$ cat config.mk
export PLATFORM = sky130hd
export DESIGN_NAME = fetch_stage
export DESIGN_NICKNAME = d
export VERILOG_FILES = /design/src/rtl/risky_pkg.sv /design/src/rtl/fetch_fifo.sv /design/src/rtl/fetch_stage.sv
export SDC_FILE = /design/constraint.sdc
export NUM_CORES = 1
export LEC_CHECK = 0
export CAP_MARGIN = 20
export CORE_MARGIN = 2
export CORE_UTILIZATION = 40
export CTS_CLUSTER_SIZE = 25
export DETAILED_ROUTE_END_ITERATION = 7
export PLACE_DENSITY = 0.68
export SLEW_MARGIN = 10
export SYNTH_ARGS = -nofsm -noshare
export SYNTH_HDL_FRONTEND = slang
export SYNTH_SLANG_ARGS = --single-unit
$ cat constraint.sdc
create_clock -name i_clk -period 7.89 [get_ports i_clk]
set_input_delay 1.578 -clock i_clk [delete_from_list [all_inputs] [get_ports i_clk]]
set_output_delay 1.578 -clock i_clk [all_outputs]
set_load 0.01 [all_outputs]
$ cat src/rtl/risky_pkg.sv
// rtl/risky_pkg.sv - shared constants and types for the risky core
package risky_pkg;

  localparam int XLEN = 32;
  localparam logic [XLEN-1:0] NOP_INST = 32'h0000_0013;

  typedef struct packed {
    logic [XLEN-1:0] inst;
    logic [XLEN-1:0] pc;
  } fetch_entry_t;

  // Instruction addresses are always word aligned; low two bits are forced to zero.
  function automatic logic [XLEN-1:0] word_align(input logic [XLEN-1:0] addr);
    return {addr[XLEN-1:2], 2'b00};
  endfunction

endpackage

$ cat src/rtl/fetch_fifo.sv
// rtl/fetch_fifo.sv - synchronous FIFO of fetched {inst, pc} entries
module fetch_fifo
  import risky_pkg::*;
#(
  parameter int DEPTH = 4,
  localparam int AW = $clog2(DEPTH),
  localparam int CW = AW + 1
) (
  input  logic          i_clk,
  input  logic          i_rst,
  input  logic          i_push,
  input  fetch_entry_t  i_entry,
  input  logic          i_pop,
  input  logic          i_flush,
  output fetch_entry_t  o_entry,
  output logic [CW-1:0] o_count
);

  fetch_entry_t  mem_q [DEPTH];
  logic [AW-1:0] rd_ptr_q, rd_ptr_d;
  logic [AW-1:0] wr_ptr_q, wr_ptr_d;
  logic [CW-1:0] count_q, count_d;
  logic          do_push;
  logic          do_pop;

  // A pop on an empty queue is ignored; a push into a full queue only lands alongside a pop.
  assign do_pop  = i_pop && (count_q != '0);
  assign do_push = i_push && ((count_q != CW'(DEPTH)) || do_pop);

  // Next pointers and occupancy; flush empties the queue regardless of push/pop.
  always_comb begin
    rd_ptr_d = rd_ptr_q;
    wr_ptr_d = wr_ptr_q;
    count_d  = count_q;
    if (i_flush) begin
      rd_ptr_d = '0;
      wr_ptr_d = '0;
      count_d  = '0;
    end else begin
      if (do_push) wr_ptr_d = wr_ptr_q + AW'(1);
      if (do_pop)  rd_ptr_d = rd_ptr_q + AW'(1);
      count_d = count_q + CW'(do_push) - CW'(do_pop);
    end
  end

  // Pointer and occupancy registers.
  always_ff @(posedge i_clk) begin
    if (i_rst) begin
      rd_ptr_q <= '0;
      wr_ptr_q <= '0;
      count_q  <= '0;
    end else begin
      rd_ptr_q <= rd_ptr_d;
      wr_ptr_q <= wr_ptr_d;
      count_q  <= count_d;
    end
  end

  // Storage array; unreset because the count gates every read.
  always_ff @(posedge i_clk) begin
    if (do_push && !i_flush) mem_q[wr_ptr_q] <= i_entry;
  end

  assign o_entry = mem_q[rd_ptr_q];
  assign o_count = count_q;

endmodule

$ cat src/rtl/fetch_stage.sv
// rtl/fetch_stage.sv - instruction fetch front end with credit-limited requests and redirect
module fetch_stage
  import risky_pkg::*;
#(
  parameter logic [31:0] RESET_PC = 32'h0000_0000,
  parameter int          DEPTH    = 4
) (
  input  logic        i_clk,
  input  logic        i_rst,
  output logic        o_imem_valid,
  output logic [31:0] o_imem_addr,
  input  logic        i_imem_ready,
  input  logic        i_imem_rvalid,
  input  logic [31:0] i_imem_rdata,
  input  logic        i_redirect,
  input  logic [31:0] i_redirect_pc,
  output logic        o_inst_valid,
  input  logic        i_inst_ready,
  output logic [31:0] o_inst,
  output logic [31:0] o_pc
);

  localparam int CW = $clog2(DEPTH) + 1;

  logic [XLEN-1:0] pc_q, pc_d;
  logic [XLEN-1:0] resp_pc_q, resp_pc_d;
  logic [CW-1:0]   outst_q, outst_d;
  logic [CW-1:0]   drop_q, drop_d;
  logic [CW-1:0]   fifo_count;
  logic [CW:0]     credit_used;
  logic            req_fire;
  logic            resp_ok;
  logic            keep;
  logic            pop;
  fetch_entry_t    head;
  fetch_entry_t    push_entry;

  // Every slot is either in flight at the memory or parked in the FIFO, so the FIFO can never overflow.
  assign credit_used  = {1'b0, outst_q} + {1'b0, fifo_count};
  assign o_imem_valid = !i_rst && !i_redirect && (credit_used < (CW+1)'(DEPTH));
  assign o_imem_addr  = pc_q;
  assign req_fire     = o_imem_valid && i_imem_ready;

  // Responses with nothing outstanding are protocol errors and are ignored.
  assign resp_ok    = i_imem_rvalid && (outst_q != '0);
  assign keep       = resp_ok && (drop_q == '0) && !i_redirect;
  assign push_entry = '{inst: i_imem_rdata, pc: resp_pc_q};

  assign o_inst_valid = (fifo_count != '0);
  assign pop          = o_inst_valid && i_inst_ready;
  assign o_inst       = o_inst_valid ? head.inst : NOP_INST;
  assign o_pc         = o_inst_valid ? head.pc : RESET_PC;

  // Next-state for PCs and counters; redirect overrides and arms the drop counter with whatever is still in flight.
  always_comb begin
    pc_d      = pc_q;
    resp_pc_d = resp_pc_q;
    drop_d    = drop_q;
    outst_d   = outst_q + CW'(req_fire) - CW'(resp_ok);
    if (req_fire) pc_d = pc_q + 32'd4;
    if (keep) resp_pc_d = resp_pc_q + 32'd4;
    if (resp_ok && (drop_q != '0)) drop_d = drop_q - CW'(1);
    if (i_redirect) begin
      pc_d      = word_align(i_redirect_pc);
      resp_pc_d = word_align(i_redirect_pc);
      drop_d    = outst_d;
    end
  end

  // Fetch state registers.
  always_ff @(posedge i_clk) begin
    if (i_rst) begin
      pc_q      <= RESET_PC;
      resp_pc_q <= RESET_PC;
      outst_q   <= '0;
      drop_q    <= '0;
    end else begin
      pc_q      <= pc_d;
      resp_pc_q <= resp_pc_d;
      outst_q   <= outst_d;
      drop_q    <= drop_d;
    end
  end

  fetch_fifo #(.DEPTH(DEPTH)) u_fifo (
    .i_clk   (i_clk),
    .i_rst   (i_rst),
    .i_push  (keep),
    .i_entry (push_entry),
    .i_pop   (pop),
    .i_flush (i_redirect),
    .o_entry (head),
    .o_count (fifo_count)
  );

  a_no_orphan_resp: assert property (@(posedge i_clk) disable iff (i_rst)
    !(i_imem_rvalid && (outst_q == '0)));

endmodule

==> results.md <==
- For this configuration, the core starts out at a cell density of 40.5%.
- The filler-free cell count of the finished design is 1549.
- Pin placement for this block handled 168 I/O pins.
- After detailed routing, the number of vias per cell comes to 5.24.
- The number of buffers on the longest clock path is 3.
- The synthesized netlist contains 57 unique library cells.
- In this run the remaining antenna-violating nets after routing total 0.
- The longest individual stage delay on the worst path is 0.66 ns.
- The startpoint type of the worst setup path is a primary input.
- The type of the worst min-delay path is reg2reg.
- The final count of negative-setup-slack endpoints is 0.
- The highest clock frequency the design can meet is 0.180 GHz.
- The worst hold-check slack is 0.544 ns.
- The critical path is of the in2out type.
- In this run the critical register-to-register path is captured at drop_q[2].
- The number of enable-type register cells in the synthesized netlist is 248.
- The count of unresolved DRC violations after routing is 0.
- After clock tree synthesis, the repair step resized 0 gates.
- The capturing element type of the critical path is an output port.
- The first-pass GRT wire length is 47000 um.
- The max-slew violation total from the final report is 0.
- The global-route usage over all layers is 17.0%.
- Sequential elements use 65.8% of the synthesized area.
- The worst-case vdd ir drop is 0.000119 V.
- Entering global routing, the biggest net connects 63 pins.
- Among all flip-flop cells after synthesis, the most frequent one is sky130_fd_sc_hd__edfxtp_1.
- Once detailed placement completed, the half-perimeter wirelength came to 18400 um.
- After synthesis, the most frequently instantiated cells are 248 x sky130_fd_sc_hd__edfxtp_1, 75 x sky130_fd_sc_hd__dfxtp_1, 70 x sky130_fd_sc_hd__and2_1.
- The cell depth of the worst hold path is 0.
- The analysis attributes to cell leakage a power of 0.00551 uW.
- Of all cell types, the one taking the most synthesized area is sky130_fd_sc_hd__edfxtp_1.
- Global routing finished with a remaining overflow of 0.
- The initial antenna violation count is 0.
- The required time of the critical path is 6.31 ns.
- The power per standard cell area is 251 nW/um^2.
- The number of global-route vias before repair is 8108.
- In this run the biggest area consumer among cell types represents 54.8% of the synthesized area.
- The H-tree was split into 2 levels.
- The average wire per standard cell is 19.5 um.
- The number of synthesis warnings is 0.
- The cell area after layout is 16800 um^2.
- The worst clock skew on the final layout is 0.0129 ns.
- In the post-synthesis netlist, the biggest area contributors are sky130_fd_sc_hd__edfxtp_1 55%, sky130_fd_sc_hd__dfxtp_1 11%, sky130_fd_sc_hd__mux4_2 10%.
- Yosys instantiated no cell more often than sky130_fd_sc_hd__edfxtp_1.
- The reg-to-reg setup timing slack is 4.04 ns.
- The average footprint of a synthesized cell is 14.9 um^2.
- Across the run, the number of max-cap violations was 0.
- The routed layout has 8124 vias.
- Walking the worst path, the cells encountered are clkdlybuf4s50_1 > a311oi_1 > nor4b_1 > clkdlybuf4s50_1.
- The period utilization is 70.3%.
- Setup repair after global routing left no endpoint under its margin.
- Headroom to the max-slew limit came out at 35.3%.
- The die covers 35500 um^2.
- Once the clock tree was built, the setup fixing pass inserted 0 buffers.
- The clock latency on the worst-skew pair is 0.52 ns.
- After clock tree synthesis, the clock-pin slew on the worst setup and hold paths is 0.06 ns.
- Counting flops with an async set or reset pin after synthesis yields a share of 0%.
- TritonCTS created 37 clock buffers.
- CTS placed an instance of sky130_fd_sc_hd__clkbuf_16 at the clock tree root.
- After detailed routing, the total wire length is 30200 um.
- The share of post-route cells with drive strength above 1 is 13.4%.
- TritonCTS built the clock tree.
- The die height is 188 um.
- The first-pass iteration count of the detailed router is 5.
- After synthesis the netlist holds a flip-flop and latch count of 323.
- The origin of the worst min-delay path is resp_pc_q[20].
- The final number of hold-violating endpoints is 0.
- The cell area that synthesis handed to floorplanning was 13600 um^2.
- Port buffering added 161 buffers.
- Subtracting the final worst setup slack from the clock period gives 5.54 ns.
- For the pin with the worst max-slew slack, the measured transition is 0.964 ns.
- The capture endpoint of the worst hold path is u_fifo.mem_q[1][20].
- The core region area is 33500 um^2.
- The final net count is 1159.
- From synthesis to final layout, the design area changed by 23.7%.
- The initialized floorplan defines 67 standard-cell rows.
- By instance count, the cell type seen most on the critical path is sky130_fd_sc_hd__clkdlybuf4s50_1.
- Buffers inserted to repair hold after CTS numbered 0.
- The post-placement cell area is 15600 um^2.
- STA puts the critical path data arrival time at 3.96 ns.
- The first routing iteration left 686 violations.
- The setup total negative slack is 0 ns.
- The startpoint of the lowest-slack register-to-register path is u_fifo.o_count[1].
- For this design, the slowest cell found on the critical path is sky130_fd_sc_hd__clkdlybuf4s50_1.
- The placed cell count is 1481.
- Of all nets on the critical path, the largest fanout is 4.
- The repair_antennas step left the layout with diodes totalling 0.
- The gate count after technology mapping is 912.
- The completed layout was analyzed and its total power is 4210 uW.
- The path depth of the worst reg2reg path is 11.
- The number of clock sinks is 323.
- The horizontal die dimension is 188 um.
- The global placement routability congestion is 0.821.
- The flow ran to the end, and the final reports show no timing, DRC or antenna violations.
-- cell type report --
type                            count  area [um^2]
Clock buffer                       47         1030
Clock inverter                     20          178
Fill cell                        2833        16700
Inverter                           32          120
Multi-Input combinational cell    509         4290
Sequential cell                   323         8960
Tap cell                          448          561
Timing Repair Buffer              170         1690
-- worst max path at each step --
stage	from	end	slack, ns	cells past startpoint
after floorplan	i_imem_rvalid	u_fifo.mem_q[0][10]	3.69	3
after global placement	i_redirect	o_imem_valid	2.35	4
after detailed placement	i_redirect	o_imem_valid	2.34	4
after CTS	i_redirect	o_imem_valid	2.32	4
after global routing	i_redirect	o_imem_valid	2.23	4
final	i_redirect	o_imem_valid	2.35	4
-- per-stage QoR --
step / util (%) / setup slack (ns)
after floorplan: - / 3.69
after global placement: 46.5 / 2.35
after detailed placement: 46.5 / 2.34
after CTS: 50.1 / 2.32
after global routing: 50.2 / 2.23
final: 50.2 / 2.35
-- power breakdown --
group / internal [uW] / switching [uW] / total (uW) / leakage (uW)
clock network: 1020 / 653 / 1670 / 0.000589
registers: 1930 / 66.4 / 1990 / 0.00287
logic: 277 / 269 / 546 / 0.00204
-- sequential cells by signal, summed over array words and instances (netlist names), named ones only --
signal / flops
outst_q: 3
drop_q: 3
u_fifo.o_count: 3
u_fifo.rd_ptr_q: 2
resp_pc_q: 30
u_fifo.mem_q: 248
o_imem_addr: 30
u_fifo.wr_ptr_q: 2
-- critical path: cells and delay by family --
kind                   cells  cell delay, ns
AO/OA/AOI/OAI              1            0.56
buffers and inverters      2            1.17
AND/OR/NAND/NOR            1            0.65
-- cell usage in the layout, fill, tap and decap left out, types with 4 or more instances in the layout --
master	instances
sky130_fd_sc_hd__and2_2	5
sky130_fd_sc_hd__a31oi_1	11
sky130_fd_sc_hd__inv_1	31
sky130_fd_sc_hd__dfxtp_1	73
sky130_fd_sc_hd__xnor2_1	17
sky130_fd_sc_hd__and3_1	9
sky130_fd_sc_hd__nor2_1	50
sky130_fd_sc_hd__o31a_1	4
sky130_fd_sc_hd__ha_1	14
sky130_fd_sc_hd__clkbuf_16	39
sky130_fd_sc_hd__a32oi_1	4
sky130_fd_sc_hd__clkbuf_1	5
sky130_fd_sc_hd__mux4_2	62
sky130_fd_sc_hd__buf_4	8
sky130_fd_sc_hd__a21oi_1	34
sky130_fd_sc_hd__nand4_1	22
sky130_fd_sc_hd__edfxtp_1	248
sky130_fd_sc_hd__clkdlybuf4s50_1	160
sky130_fd_sc_hd__o21ai_0	10
sky130_fd_sc_hd__nand2_1	41
sky130_fd_sc_hd__a211oi_1	15
sky130_fd_sc_hd__clkinv_1	8
sky130_fd_sc_hd__or2_2	5
sky130_fd_sc_hd__nor3_1	11
sky130_fd_sc_hd__and2_1	66
sky130_fd_sc_hd__xor2_1	25
sky130_fd_sc_hd__nand3_1	25
sky130_fd_sc_hd__and4_1	7
sky130_fd_sc_hd__conb_1	4
sky130_fd_sc_hd__nor4_1	5
sky130_fd_sc_hd__clkinv_2	5
sky130_fd_sc_hd__o211ai_1	4
sky130_fd_sc_hd__a21boi_0	14
-- kinds of logic after synthesis --
logic type                 after synthesis  synth area share, %
DFF                                    323                 65.8
and+or+nand+nor                        269                 11.1
AOI/OAI and AO/OA                      110                 5.29
buffers and inverters                   83                 2.76
muxes                                   68                 10.7
xor gates and xnor gates                42                 2.71
adders and majority gates               16                 1.58
other                                    1               0.0276
-- layer usage --
layer,GRT usage (%),wire length [um],vias to the layer above
li1,-,-,3780
met1,24.2,13700,4055
met2,27.3,14100,237
met3,2.94,1690,52
met4,4.54,636,0
met5,0,0,-
(Power assumes the default switching activity.)
